$ cat src/rtl/dram_pkg.sv
// Shared encodings for the 68040-to-DRAM bus interface: FSM states,
// 68040 SIZ/TT codes and the line burst length.
package dram_pkg;

  typedef enum logic [1:0] {
    S_IDLE = 2'd0,
    S_REQ  = 2'd1,
    S_TACK = 2'd2,
    S_ERR  = 2'd3
  } state_t;

  localparam logic [1:0] SIZ_LONG = 2'b00;
  localparam logic [1:0] SIZ_BYTE = 2'b01;
  localparam logic [1:0] SIZ_WORD = 2'b10;
  localparam logic [1:0] SIZ_LINE = 2'b11;

  localparam logic [1:0] TT_NORMAL = 2'b00;
  localparam logic [1:0] TT_MOVE16 = 2'b01;

  localparam int LINE_BEATS = 4;

endpackage

$ cat src/rtl/dram_be_decode.sv
// Big-endian byte-lane decode from 68040 SIZ and A[1:0]; bit 3 is D[31:24].
module dram_be_decode
  import dram_pkg::*;
(
  input  logic [1:0] i_siz,
  input  logic [1:0] i_addrLo,
  output logic [3:0] o_be
);

  always_comb begin
    o_be = 4'b1111;
    unique case (i_siz)
      SIZ_BYTE: o_be = 4'b1000 >> i_addrLo;
      SIZ_WORD: o_be = i_addrLo[1] ? 4'b0011 : 4'b1100;
      default:  o_be = 4'b1111;
    endcase
  end

endmodule

$ cat src/rtl/dram_busif.sv
// 68040 bus slave that turns CPU transfers into DRAM beat requests.
// Define DRAM_BURST_EN to run line transfers as 4-beat bursts instead of inhibiting them.
module dram_busif
  import dram_pkg::*;
#(
  parameter logic [3:0] BASE_NIB  = 4'h0,
  parameter int         INST_BITS = 26
) (
  input  logic        clk,
  input  logic        RESET,
  input  logic        TS_n,
  input  logic [31:0] A,
  input  logic        RW,
  input  logic [1:0]  SIZ,
  input  logic [1:0]  TT,
  output logic        TA_n,
  output logic        TEA_n,
  output logic        TBI_n,
  output logic        req,
  output logic        req_rw,
  output logic [25:0] req_addr,
  output logic [3:0]  req_be,
  output logic        req_last,
  input  logic        beat_ack
);

`ifdef DRAM_BURST_EN
  localparam logic BURST_EN = 1'b1;
`else
  localparam logic BURST_EN = 1'b0;
`endif

  state_t      r_state;
  state_t      w_next;
  logic        w_hit;
  logic        w_rangeErr;
  logic        w_isLine;
  logic [3:0]  w_be;
  logic        r_rw;
  logic [25:0] r_addr;
  logic [3:0]  r_be;
  logic        r_last;
  logic        r_isLine;
  logic [1:0]  r_beatCnt;

  dram_be_decode u_beDecode (
    .i_siz    (SIZ),
    .i_addrLo (A[1:0]),
    .o_be     (w_be)
  );

  assign w_hit      = !TS_n && (A[31:28] == BASE_NIB) &&
                      ((TT == TT_NORMAL) || (TT == TT_MOVE16));
  // Any address bit between the installed size and the select nibble is an error.
  assign w_rangeErr = (A[27:0] >> INST_BITS) != 28'd0;
  assign w_isLine   = (SIZ == SIZ_LINE);

  always_ff @(posedge clk) begin
    if (RESET) r_state <= S_IDLE;
    else       r_state <= w_next;
  end

  always_comb begin
    w_next = r_state;
    unique case (r_state)
      S_IDLE:  if (w_hit) w_next = w_rangeErr ? S_ERR : S_REQ;
      S_REQ:   if (beat_ack) w_next = S_TACK;
      S_TACK:  w_next = r_last ? S_IDLE : S_REQ;
      S_ERR:   w_next = S_IDLE;
      default: w_next = S_IDLE;
    endcase
  end

  // Request fields are captured only for transfers that will actually be served.
  always_ff @(posedge clk) begin
    if (RESET) begin
      r_rw      <= 1'b1;
      r_addr    <= '0;
      r_be      <= '0;
      r_last    <= 1'b0;
      r_isLine  <= 1'b0;
      r_beatCnt <= '0;
    end else if (r_state == S_IDLE && w_hit && !w_rangeErr) begin
      r_rw      <= RW;
      r_addr    <= A[27:2];
      r_be      <= w_be;
      r_last    <= !(BURST_EN && w_isLine);
      r_isLine  <= w_isLine;
      r_beatCnt <= '0;
    end else if (r_state == S_TACK && !r_last) begin
      r_addr[1:0] <= r_addr[1:0] + 2'd1;
      r_beatCnt   <= r_beatCnt + 2'd1;
      r_last      <= (r_beatCnt == 2'(LINE_BEATS - 2));
    end
  end

  assign req      = (r_state == S_REQ);
  assign TA_n     = !(r_state == S_TACK);
  assign TEA_n    = !(r_state == S_ERR);
  // Without bursting, a line is acked once with TBI_n so the CPU re-issues it as longs.
  assign TBI_n    = !(r_state == S_TACK && r_isLine && !BURST_EN);
  assign req_rw   = r_rw;
  assign req_addr = r_addr;
  assign req_be   = r_be;
  assign req_last = r_last;

endmodule

$ cat config.mk
export PLATFORM = sky130hd
export DESIGN_NAME = dram_busif
export DESIGN_NICKNAME = d
export VERILOG_FILES = /design/src/rtl/dram_pkg.sv /design/src/rtl/dram_be_decode.sv /design/src/rtl/dram_busif.sv
export SDC_FILE = /design/constraint.sdc
export NUM_CORES = 1
export LEC_CHECK = 0
export ABC_AREA = 0
export BUFFER_PORTS_ARGS = -buffer_cell sky130_fd_sc_hd__clkbuf_2
export CORE_UTILIZATION = 45
export CTS_BUF_LIST = sky130_fd_sc_hd__clkbuf_4
export CTS_CLUSTER_DIAMETER = 50
export DETAILED_ROUTE_END_ITERATION = 12
export HOLD_SLACK_MARGIN = 0.05
export PLACE_DENSITY = 0.77
export SYNTH_ARGS = -nofsm -noshare
export SYNTH_HDL_FRONTEND = slang
export SYNTH_HIERARCHICAL = 1
export SYNTH_SLANG_ARGS = --single-unit
$ cat constraint.sdc
create_clock -name clk -period 2.55 [get_ports clk]
set_clock_uncertainty 0.2 [all_clocks]
set_input_delay 0.51 -clock clk [delete_from_list [all_inputs] [get_ports clk]]
set_output_delay 0.51 -clock clk [all_outputs]
set_load 0.01 [all_outputs]
# Word level (Yosys, flattened, before mapping)
# Index checks and enable logic that the tools add are counted.
totals:
  reg_bits: 37
  elab_cells: 52
  inputBits: 41
  output_inout_bits: 36
op_classes:
  muxes: 11
  n_reduce_logical: 20
  shifts: 1
  n_eq_ne: 10
  addsub: 2
op_table:
  columns: ["op", "count"]
  rows:
  - ["nonzero test 28 bit", 1]
  - ["== test 2 bit (second input constant)", 5]
  - ["two-way mux 2 bit", 5]
  - ["one-hot mux 2 bit (4 select lines)", 1]
  - ["one-hot mux 4 bit (2 select lines)", 1]
  - ["== test 2 x 1 -> 1 bit (second input constant)", 3]
  - ["logical AND 1 bit", 6]
  - ["zero test 1 bit", 6]
  - ["adder 2 x 1 -> 2 bit (second input constant)", 2]
  - ["zero test 2 bit", 2]
  - ["zero test 4 bit", 1]
  - ["two-way mux 4 bit", 1]
  - [">> shifter 4 x 2 -> 4 bit (first input constant)", 1]
  - ["two-way mux 1 bit", 3]
  - ["inequality test 2 x 1 -> 1 bit (second input constant)", 1]
  - ["inequality test 2 bit (second input constant)", 1]
  - ["AND reduction 2 bit", 1]
  - ["nonzero test 2 bit", 1]
  - ["OR reduction 2 bit", 1]
  - ["logical OR 1 bit", 1]

# Depth between registers and ports, before layout
# Gate-level depths: netlist of the first run.
depth:
  ltp_word: 6
  mapped_depth: 6
  ltp_nobuf: 6

# Cells and area by module
# The synthesis of the first run kept the hierarchy.
by_module_without_submodules:
  columns: ["mod", "seq_area_each_um2", "cells_per_inst", "instances", "area_per_inst_um2"]
  rows:
  - ["dram_busif", 740.7, 184, 1, 1645.3]
  - ["dram_be_decode", 0.0, 13, 1, 86.3]

# Least setup slack after synthesis of the first run
# No wires, ideal clock.
synth_path:
  path_kind: "input -> register"
  start: "input A[31]"
  end: "register r_state[1]"
  path_buffers: 1
  path_slack_ns: 0.436
  t_required_ns: 2.271
  path_stages: 4
  t_arrival_ns: 1.835
  setup_ns: 0.079
  path_cell_list: "or4_4 > buf_6 > or4_4 > a211oi_2"
synth_between:
  elab_chain_len: 5
synth_rtl:
  columns: ["item", "line", "source"]
  rows:
  - ["start, declared", "dram_busif.sv:12", "input logic [31:0] A,"]
  - ["zero test 4 bit", "dram_busif.sv:52", "assign w_hit = !TS_n && (A[31:28] == BASE_NIB) &&"]
  - ["logical AND 1 bit (2 in series)", "dram_busif.sv:52", null]
  - ["inequality test 2 bit (no source line)", null, null]
  - ["AND reduction 2 bit (no source line)", null, null]
  - ["end signal, assigned", "dram_busif.sv:60", "else r_state <= w_next;"]
  - ["end, declared", "dram_busif.sv:33", "state_t r_state;"]
# Every way passes these cells.
# A chain may end at the register's enable or synchronous reset.

# Final worst setup path of the first run
layout_path:
  start: "register r_state[1]"
  end: "output TBI_n"
layout_between:
  elab_chain_len: 3
layout_rtl:
  columns: ["item", "line", "source"]
  rows:
  - ["== test 2 bit", "dram_busif.sv:101", "assign TBI_n = !(r_state == S_TACK && r_isLine && !BURST_EN);"]
  - ["logical AND 1 bit", "dram_busif.sv:101", null]
  - ["zero test 1 bit", "dram_busif.sv:101", null]
  - ["end, declared", "dram_busif.sv:18", "output logic TBI_n,"]
# Every way passes these cells.

==> run_results.csv, run 1 <==
group,metric,value,unit
cts,clk_pin_slew,0.12,ns
sta,rsz0062_at_grt,"false",
logic_synthesis,synth_compound_area_share,25.3,%
finish,nFillCells,361,
routing,drtPass1Iterations,4,
logic_synthesis,yosysWarnings,6,
place,dp_hpwl,3160,um
cts,clock_path_buffers,2,
power_and_ir_drop,p_leak,0.895,nW
outcome,outcome,"finished, final reports clean",
routing,route.detailed.drc,0,
cts,cts_tree,"built",
routing,routed_wl,4760,um
sta,period_minus_slack,2.07,ns
sta,fmax,482,MHz
job,max_cap_viol_count,0,
finish,diodes,0,
finish,synthToLayoutAreaGrowth,29.8,%
global_routing,grt_max_degree,28,
setup_path,reg2reg_slack,0.67,ns
logic_synthesis,synth.distinct_cells,33,
logic_synthesis,syn_inst,197,
logic_synthesis,syn_avg_cell_area,8.79,sq um
place,dp.cells,308,
die,initial_core_util,46.9,%
finish,stdcell_count,316,
logic_synthesis,synth_xor_area_share,1.52,%
logic_synthesis,post_synth_and_or_nand_nor_area_fraction,21.2,%
routing,drt_iter0_markers,72,
die,rows,22,
cts,cts_resized,0,
logic_synthesis,synth_mux_area_share,0.578,%
global_routing,grt_pass1_vias,1727,
routing,route.detailed.wl_per_inst,15.1,um
cts,cts.sinks,37,
power_and_ir_drop,irDropWorstVdd,0.376,mV
setup_path,r2r_cells,4,
sta,tns,0,ns
cts,insertion_delay,0.35,ns
global_routing,grtUsageTotal,24.7,%
die,core,0.00369,sq mm
sta,slew_headroom,68.9,%
routing,ant_nets,0,
sta,hold_viol_final,0,
setup_path,start_kind,"register",
sta,whs,0.176,ns
setup_path,crit_fanout,9,
finish,finalNetCount,311,
cts,cts_setup_buffers,0,
global_routing,antenna_found_initial,0,
min_path,holdPathStages,3,
cts,root_buffer,"clkbuf_4",
finish,regArea,741,sq um
place,io_buffers,75,
sta,worstMarginPinSlew,0.467,ns
setup_path,crit_chain,"nor2b_1 > nand2_1 > clkbuf_2",
setup_path,max_stage_delay,0.54,ns
sta,slew_violations,0,
setup_path,critPathArrivalTime,1.36,ns
setup_path,critPathCaptureType,"primary output",
logic_synthesis,syn_area,0.00173,sq mm
die,die_h,64.0,um
setup_path,crit_slowest_cell,"dfxtp_1",
global_routing,grt_remaining_overflow,0,
die,die_area,0.00410,sq mm
die,die_x,64.0,um
routing,via_count,1866,
global_routing,grt_pass1_wl,7930,um
sta,setup_viol,0,
cts,hold_buffers,0,
logic_synthesis,ys_seq_area_share,42.8,%
routing,via_per_inst,5.91,
logic_synthesis,synth_seq_cells,37,
logic_synthesis,synthAdderAreaFrac,2.17,%
logic_synthesis,synth_top_family_by_area,"compound AO/OA/AOI/OAI gates",
setup_path,critPathKind,"register to primary output",
finish,multi_input_area,898,sq um
finish,drive_above_1_share,38.1,%
cts,ctsHtreeMaxLevel,2,
place,place_congestion,0.780,
min_path,hold_path_class,"input port to register",
power_and_ir_drop,powerDensity,498,mW/mm^2
die,io_pins,77,
setup_path,cp.required,1.84,ns
cts,cts-buffers-inserted,5,
logic_synthesis,syn_nets,241,
sta,fin_crit_sh,81.4,%
==> registers in the layout (all words and copies together), names as in the netlist <==
signal     count
r_beatCnt      2
r_isLine       1
r_state        2
req_addr      26
req_be         4
req_last       1
req_rw         1
==> area by class of cell <==
class                           instances  area share [%]
Multi-Input combinational cell        132            40.0
Sequential cell                        37            33.0
Timing Repair Buffer                   84            19.7
Tap cell                               48            2.67
Clock inverter                          3            1.84
Clock buffer                            5            1.67
Inverter                                7            1.17
==> synthesized netlist by cell type, drive strengths merged <==
| library cell | instances | area (sq um) |
|---|---|---|
| and3 | 2 | 12.5 |
| or4 | 5 | 45.0 |
| a21oi | 34 | 170 |
| nand2 | 4 | 15.0 |
| clkbuf | 17 | 63.8 |
| o21bai | 2 | 15.0 |
| nand3b | 2 | 15.0 |
| nor4bb | 1 | 10.0 |
| a211oi | 1 | 12.5 |
| o31ai | 26 | 195 |
| ha | 3 | 37.5 |
| a221o | 1 | 10.0 |
| xnor2 | 3 | 26.3 |
| nand3 | 1 | 5.00 |
| nor4 | 3 | 31.3 |
| o41ai | 2 | 17.5 |
| nor3b | 1 | 7.51 |
| nor3 | 2 | 15.0 |
| a2111oi | 1 | 8.76 |
| buf | 4 | 22.5 |
| nand4 | 26 | 163 |
| nor2b | 2 | 12.5 |
| nor2 | 6 | 22.5 |
| or2 | 2 | 12.5 |
| mux2i | 1 | 10.0 |
| inv | 7 | 26.3 |
| dfxtp | 37 | 741 |
| a31o | 1 | 8.76 |
==> kinds of logic (layout without fill, tap and decap cells) <==
kind of cell	Yosys count	count (layout)
AND/OR/NAND/NOR	57	57
multiplexers	1	1
flip-flops	37	37
adder cells (fa/ha/maj)	3	3
buffers and inverters	28	99
AO/OA/AOI/OAI	68	68
XOR/XNOR	3	3
==> stage by stage <==
step	util, %	power (mW)	instance area [sq um]	setup slack [ns]
after floorplan	-	0.658	1730	0.436
after global placement	58.8	0.718	2170	0.411
after detailed placement	58.8	0.720	2170	0.397
after CTS	60.9	1.12	2250	0.478
after global routing	60.9	1.16	2250	0.395
final	60.9	1.12	2250	0.475
==> final timing paths <==
path,start,to
worst max-delay path,r_state[1],TBI_n
worst min-delay path,A[10],req_addr[8]
worst max register to register,r_state[1],req_rw
worst min register to register,req_addr[11],req_addr[11]
==> worst max-delay path: cells and delay by family (launching register included) <==
| kind | cells | cell delay [ns] |
|---|---|---|
| flops | 1 | 0.54 |
| simple gates | 2 | 0.35 |
| buf+inv | 1 | 0.13 |
==> layout by cell type (no fill, tap or decap), drive strengths merged, types with 2 or more instances in the layout <==
master,count
buf,9
nand2,4
o41ai,2
nand4,26
nand3b,2
ha,3
or2,2
dfxtp,37
clkbuf,80
and3,2
inv,7
nor2b,2
nor4,3
a21oi,34
o31ai,26
o21bai,2
or4,5
nor2,6
nor3,2
xnor2,3
==> power breakdown <==
group          leakage (nW)  switching, mW  internal [mW]  total [mW]
registers             0.298        0.00223          0.580       0.582
logic                 0.558         0.0788         0.0472       0.126
clock network        0.0389          0.208          0.203       0.411
total                 0.895          0.289          0.830        1.12
==> routing by layer <==
metal  vias up  wire length, um  track usage [%]  share of wire [%]
met3         6              242             5.36                5.1
li1        900                -                -                  -
met4         0               66             8.81                1.4
met1       896             2190             31.9                 46
met2        64             2270             40.2                 48
met5         -                0                0                  0
No activity file was read; power rests on OpenSTA's default activity.
==> inputs of run 2 (changes only) <==
--- a/config.mk
+++ b/config.mk
@@ -5,14 +5,14 @@
 export SDC_FILE = /design/constraint.sdc
 export NUM_CORES = 1
 export LEC_CHECK = 0
-export ABC_AREA = 0
+export ABC_AREA = 1
 export BUFFER_PORTS_ARGS = -buffer_cell sky130_fd_sc_hd__clkbuf_2
-export CORE_UTILIZATION = 45
+export CORE_UTILIZATION = 44
 export CTS_BUF_LIST = sky130_fd_sc_hd__clkbuf_4
 export CTS_CLUSTER_DIAMETER = 50
 export DETAILED_ROUTE_END_ITERATION = 12
 export HOLD_SLACK_MARGIN = 0.05
-export PLACE_DENSITY = 0.77
+export PLACE_DENSITY = 0.78
 export SYNTH_ARGS = -nofsm -noshare
 export SYNTH_HDL_FRONTEND = slang
 export SYNTH_HIERARCHICAL = 1
==> constraint.sdc (replaced) <==
create_clock -name clk -period 1.7 [get_ports clk]
set_clock_uncertainty 0.2 [all_clocks]
set_input_delay 0.34 -clock clk [delete_from_list [all_inputs] [get_ports clk]]
set_output_delay 0.34 -clock clk [all_outputs]
set_load 0.01 [all_outputs]
==> run 2 against run 1 <==
Net effect:
- non-clock buffer count up 3
- sequential power up 50%
- synthesized area up 2.7%
- first-iteration DRC count up 9.7%
- via count down 6.5%
- sequential cell count unchanged
- utilization down 0.90 points
- critical path depth unchanged
- register-to-register slack worse by 0.41 ns
- routed wire length down 22%
- cell count up 17%
- total power up 31%
- critical path type unchanged
- largest cell class unchanged
==> run_results.csv, run 2 <==
group,metric,value,unit
finish,synthToLayoutAreaGrowth,27.2,%
global_routing,grt_remaining_overflow,0,
logic_synthesis,synthFlopType,"dfxtp_1",
finish,multi_input_area,855,sq um
logic_synthesis,synth_top_area_share,41.6,%
place,post-place-ws,0.0797,ns
die,die_x,65.6,um
cts,cts.sinks,37,
global_routing,grtUsageTotal,18.8,%
logic_synthesis,syn_nets,284,
cts,ctsHtreeMaxLevel,2,
sta,whs,0.0659,ns
cts,insertion_delay,0.34,ns
logic_synthesis,synth_edf_count,0,
logic_synthesis,synth_seq_cells,37,
power_and_ir_drop,powerDensity,647,mW/mm^2
die,io_pins,77,
cts,cts_tree,"built",
logic_synthesis,syn_inst,240,
setup_path,critPathCaptureType,"primary output",
power_and_ir_drop,irDropWorstVdd,0.428,mV
place,place_congestion,0.730,
sta,setup_viol,0,
die,initial_core_util,47.2,%
sta,slew_violations,0,
sta,hold_viol_final,0,
logic_synthesis,yosys-top-cells-area,"dfxtp_1, nor2_1, nand3b_1",
finish,final_cell_mix,"clkbuf_2, nor2_1, nand2_1",
routing,ant_nets,0,
logic_synthesis,yosysWarnings,6,
cts,cts_setup_buffers,0,
sta,tns,0,ns
setup_path,crit_fanout,6,
routing,routed_wl,3730,um
outcome,outcome,"finished, final reports clean",
finish,nFillCells,354,
finish,drive_above_1_share,32.2,%
sta,fin_crit_sh,95.9,%
die,die_area,0.00430,sq mm
logic_synthesis,syn_avg_cell_area,7.41,sq um
cts,cts-buffers-inserted,5,
global_routing,grt_pass1_vias,1506,
sta,slew_headroom,77.7,%
power_and_ir_drop,intPower,1.12,mW
power_and_ir_drop,clock_power_share,29.2,%
cts,root_buffer,"clkbuf_4",
sta,period_minus_slack,1.63,ns
routing,via_per_inst,4.70,
setup_path,critPathArrivalTime,1.09,ns
logic_synthesis,ys_top_cells_by_count,"nor2_1, nand2_1, dfxtp_1",
routing,route.detailed.drc,0,
job,max_cap_viol_count,0,
sta,fmax,613,MHz
sta,worst_slack,0.0696,ns
logic_synthesis,synth.distinct_cells,24,
finish,finalNetCount,367,
routing,route.detailed.wl_per_inst,10.1,um
finish,regArea,742,sq um
routing,via_count,1744,
power_and_ir_drop,p_comb_share,11.3,%
routing,drt_iter0_markers,79,
finish,largest_register_ffs,26,
power_and_ir_drop,switching_share,23.5,%
global_routing,grt_pass1_wl,6180,um
power_and_ir_drop,power.switching,0.344,mW
cts,clock_path_buffers,2,
finish,mostFrequentLayoutCell,"clkbuf_2",
setup_path,cp.required,1.16,ns
logic_synthesis,ys_seq_area_share,41.6,%
place,dp_hpwl,2790,um
power_and_ir_drop,p_leak,1.13,nW
min_path,hold_path_class,"input port to register",
die,rows,22,
logic_synthesis,syn_area,0.00178,sq mm
finish,diodes,0,
power_and_ir_drop,pwr-share-seq,59.5,%
logic_synthesis,synth.most_common_cell,"nor2_1",
routing,drtPass1Iterations,6,
logic_synthesis,ys_async_sr_fraction,0,%
global_routing,antenna_found_initial,0,
cts,clk_pin_slew,0.10,ns
die,die_h,65.6,um
sta,rsz0062_at_grt,"false",
die,core,0.00377,sq mm
global_routing,grt_max_degree,28,
sta,worstMarginPinSlew,0.333,ns
logic_synthesis,synth.largest_area_cell,"dfxtp_1",
setup_path,critPathKind,"register to primary output",
finish,stdcell_count,371,
setup_path,start_kind,"register",
place,io_buffers,75,
place,dp.cells,361,
## run 2: power groups by stage
| stage | Combinational (mW) | Sequential, mW | Clock (mW) |
|---|---|---|---|
| floorplan | 0.0959 | 0.894 | 0 |
| global placement | 0.157 | 0.892 | 0 |
| detailed placement | 0.160 | 0.893 | 0 |
| CTS | 0.166 | 0.873 | 0.448 |
| global route | 0.183 | 0.874 | 0.483 |
| finish | 0.166 | 0.873 | 0.427 |
## run 2: worst paths after layout
path / from / slack (ns) / depth (start not counted) / to
worst max-delay path: r_state[1] / 0.07 / 3 / req
worst min register to register: req_addr[25] / 0.23 / 2 / req_addr[25]
worst max register to register: r_state[1] / 0.26 / 7 / req_be[1]
worst min-delay path: beat_ack / 0.07 / 3 / r_state[1]
## run 2: critical path, cell delays in order, from the launching register on
cell	delay, ns
dfxtp_1	0.34
buf_4	0.16
nor2_4	0.12
clkbuf_2	0.14
## run 2: area by class of cell
cell class                 instances  area share (%)
tap                               48            2.65
timing repair buffer              87            21.4
inverter                          18            3.21
clock buffer                       6            1.99
clock inverter                     1           0.166
sequential                        37            32.8
multi-input combinational        174            37.8
## run 2: layer usage
layer	global-route usage, %	share of wire (%)	routed length [um]	vias to the layer above
met2	32.1	47	1750	54
met3	5.73	6.4	239	8
met4	9.51	2.1	78	0
met1	21.0	45	1660	769
met5	0	0	0	-
li1	-	-	-	913
## run 2: timing repair
item,CTS,global route
gates resized for setup,1,3
hold endpoints to repair,4,0
hold buffers,3,0
pin swaps,0,0
endpoints found under the setup margin,1,3
## run 2: logic make-up (layout without fill, tap and decap cells)
family                     count (synthesis)  count (layout)  share of synthesized area, %
buffers and inverters                     29             112                          10.8
DFF                                       37              37                          41.6
AOI/OAI and AO/OA                          7               7                          2.32
and+or+nand+nor                          164             164                          43.2
adders and majority gates                  3               3                          2.11
## run 2: through the flow
step	utilization, %	power (mW)	cell area [sq um]
floorplan	-	0.990	1780
global placement	57.7	1.05	2180
detailed placement	57.7	1.05	2180
CTS	59.9	1.49	2260
global route	60.0	1.54	2260
finish	60.0	1.47	2260
==> inputs of run 3 (changes only) <==
--- a/config.mk
+++ b/config.mk
@@ -5,7 +5,6 @@
 export SDC_FILE = /design/constraint.sdc
 export NUM_CORES = 1
 export LEC_CHECK = 0
-export ABC_AREA = 1
 export BUFFER_PORTS_ARGS = -buffer_cell sky130_fd_sc_hd__clkbuf_2
 export CORE_UTILIZATION = 44
 export CTS_BUF_LIST = sky130_fd_sc_hd__clkbuf_4
==> run 3 against run 2 <==
Net effect:
- the flow now finishes with violations (negative setup slack)
- clock power is 4% higher
- fmax is 5.3% lower
- combinational power is 80% higher
- count of clock-buffer cells in the layout is 1 lower
- final area is 26% higher
- register-to-register slack worse by 0.28 ns
- sequential cell count stayed put
- utilization is 17 points higher
- critical path depth is 1 higher
- highest routed layer unchanged
==> run_results.csv, run 3 (same netlist as run 1, synthesis figures left out) <==
group,metric,value,unit
outcome,outcome,"finished with violations",
outcome,violations,"negative setup slack",
cts,clk_pin_slew,0.11,ns
routing,via_count,2074,
setup_path,crit_fanout,16,
sta,slew_violations,0,
cts,insertion_delay,0.35,ns
sta,fmax,581,MHz
power_and_ir_drop,p_leak,1.17,nW
setup_path,critPathKind,"register to register",
finish,finalNetCount,362,
routing,route.detailed.drc,0,
global_routing,antenna_found_initial,0,
setup_path,critPathArrivalTime,1.76,ns
die,core,0.00372,sq mm
global_routing,grt_pass1_vias,1987,
finish,largest_register_ffs,26,
global_routing,grtUsageTotal,27.0,%
power_and_ir_drop,irDropWorstVdd,0.414,mV
finish,nFillCells,260,
sta,worst_slack,-0.0208,ns
cts,cts-buffers-inserted,5,
sta,fin_crit_sh,101,%
finish,stdcell_count,367,
cts,cts_tree,"built",
sta,slew_headroom,74.0,%
die,die_h,64.7,um
cts,cts.sinks,37,
place,dp_hpwl,3600,um
setup_path,start_kind,"register",
power_and_ir_drop,powerDensity,564,mW/mm^2
setup_path,crit_buf_inv,1,
min_path,hold_path_class,"input port to register",
job,max_cap_viol_count,0,
place,io_buffers,75,
setup_path,cp_top_family,"simple AND/OR/NAND/NOR gates",
finish,stdcell_area,0.00286,sq mm
finish,diodes,0,
finish,synthToLayoutAreaGrowth,65.1,%
routing,drtPass1Iterations,4,
die,initial_core_util,46.6,%
die,io_pins,77,
place,place_area,0.00237,sq mm
finish,mostFrequentLayoutCell,"clkbuf_2",
cts,root_buffer,"clkbuf_4",
global_routing,grt_remaining_overflow,0,
setup_path,crit_slowest_cell,"or4_4",
routing,routed_wl,5580,um
finish,drive_above_1_share,49.2,%
power_and_ir_drop,p_total,1.61,mW
sta,worstMarginPinSlew,0.385,ns
routing,route.detailed.wl_per_inst,15.2,um
place,dp.cells,330,
finish,final_cell_mix,"clkbuf_2, dfxtp_1, a21oi_1",
setup_path,critPathCaptureType,"register",
finish,fin_util,76.9,%
global_routing,grt_max_degree,23,
setup_path,cp.required,1.74,ns
sta,hold_viol_final,0,
global_routing,grt_pass1_wl,8670,um
die,die_area,0.00419,sq mm
setup_path,crit_chain,"or4_4 > buf_12 > o31ai_2 > a21oi_1",
routing,via_per_inst,5.65,
place,place_congestion,0.832,
routing,drt_iter0_markers,159,
die,die_x,64.7,um
sta,setup_viol,5,
sta,period_minus_slack,1.72,ns
die,rows,22,
cts,clock_path_buffers,2,
sta,rsz0062_at_grt,"true",
setup_path,max_stage_delay,0.55,ns
routing,ant_nets,0,
cts,ctsHtreeMaxLevel,2,
## run 3: repair_timing
item	4_1_cts	5_1_grt
pin swaps	1	2
gates resized for setup	7	29
setup buffers	3	3
endpoints found under the hold margin	23	0
endpoints found under the setup margin	3	35
hold buffers	23	0
## run 3: worst paths after layout
path,from,endpoint,slack (ns),cells after the start
max,r_state[0],req_addr[15],-0.02,4
max reg2reg,r_state[0],req_addr[15],-0.02,4
min,A[3],req_addr[1],0.08,3
min reg2reg,req_addr[19],req_addr[19],0.28,2
## run 3: cell type report
class,instances,area [sq um],area share [%]
tap,48,60.1,2.10
multi-input combinational,132,1050,36.8
sequential,37,743,26.0
clock buffer,5,37.5,1.31
inverter,7,26.3,0.919
clock inverter,3,12.5,0.438
timing repair buffer,135,926,32.4
## run 3: per-stage QoR
stage | hold slack, ns | worst slack, ns | setup TNS [ns]
after CTS | 0.0855 | -0.000555 | -0.000555
after global placement | 0.253 | -0.177 | -4.79
after global routing | 0.0728 | -0.0899 | -1.36
final | 0.0827 | -0.0208 | -0.0320
after floorplan | 0.261 | -0.145 | -1.18
after detailed placement | 0.260 | -0.215 | -5.36
## run 3: worst min-delay path, cell delays in order
cell	delay, ns
clkbuf_2	0.09
o41ai_2	0.07
a21oi_2	0.10
## run 3: per-layer routing
layer | GRT usage (%) | up-vias | wire [um]
li1 | - | 1003 | -
met1 | 30.1 | 980 | 2300
met2 | 47.1 | 77 | 2840
met3 | 7.04 | 14 | 309
met4 | 13.1 | 0 | 126
met5 | 0 | - | 0
## run 3: where the power goes
| group | switching (mW) | internal [mW] | leakage, nW |
|---|---|---|---|
| Clock | 0.292 | 0.149 | 0.0300 |
| Sequential | 0.00226 | 0.870 | 0.299 |
| Combinational | 0.154 | 0.145 | 0.841 |
| Total | 0.448 | 1.16 | 1.17 |
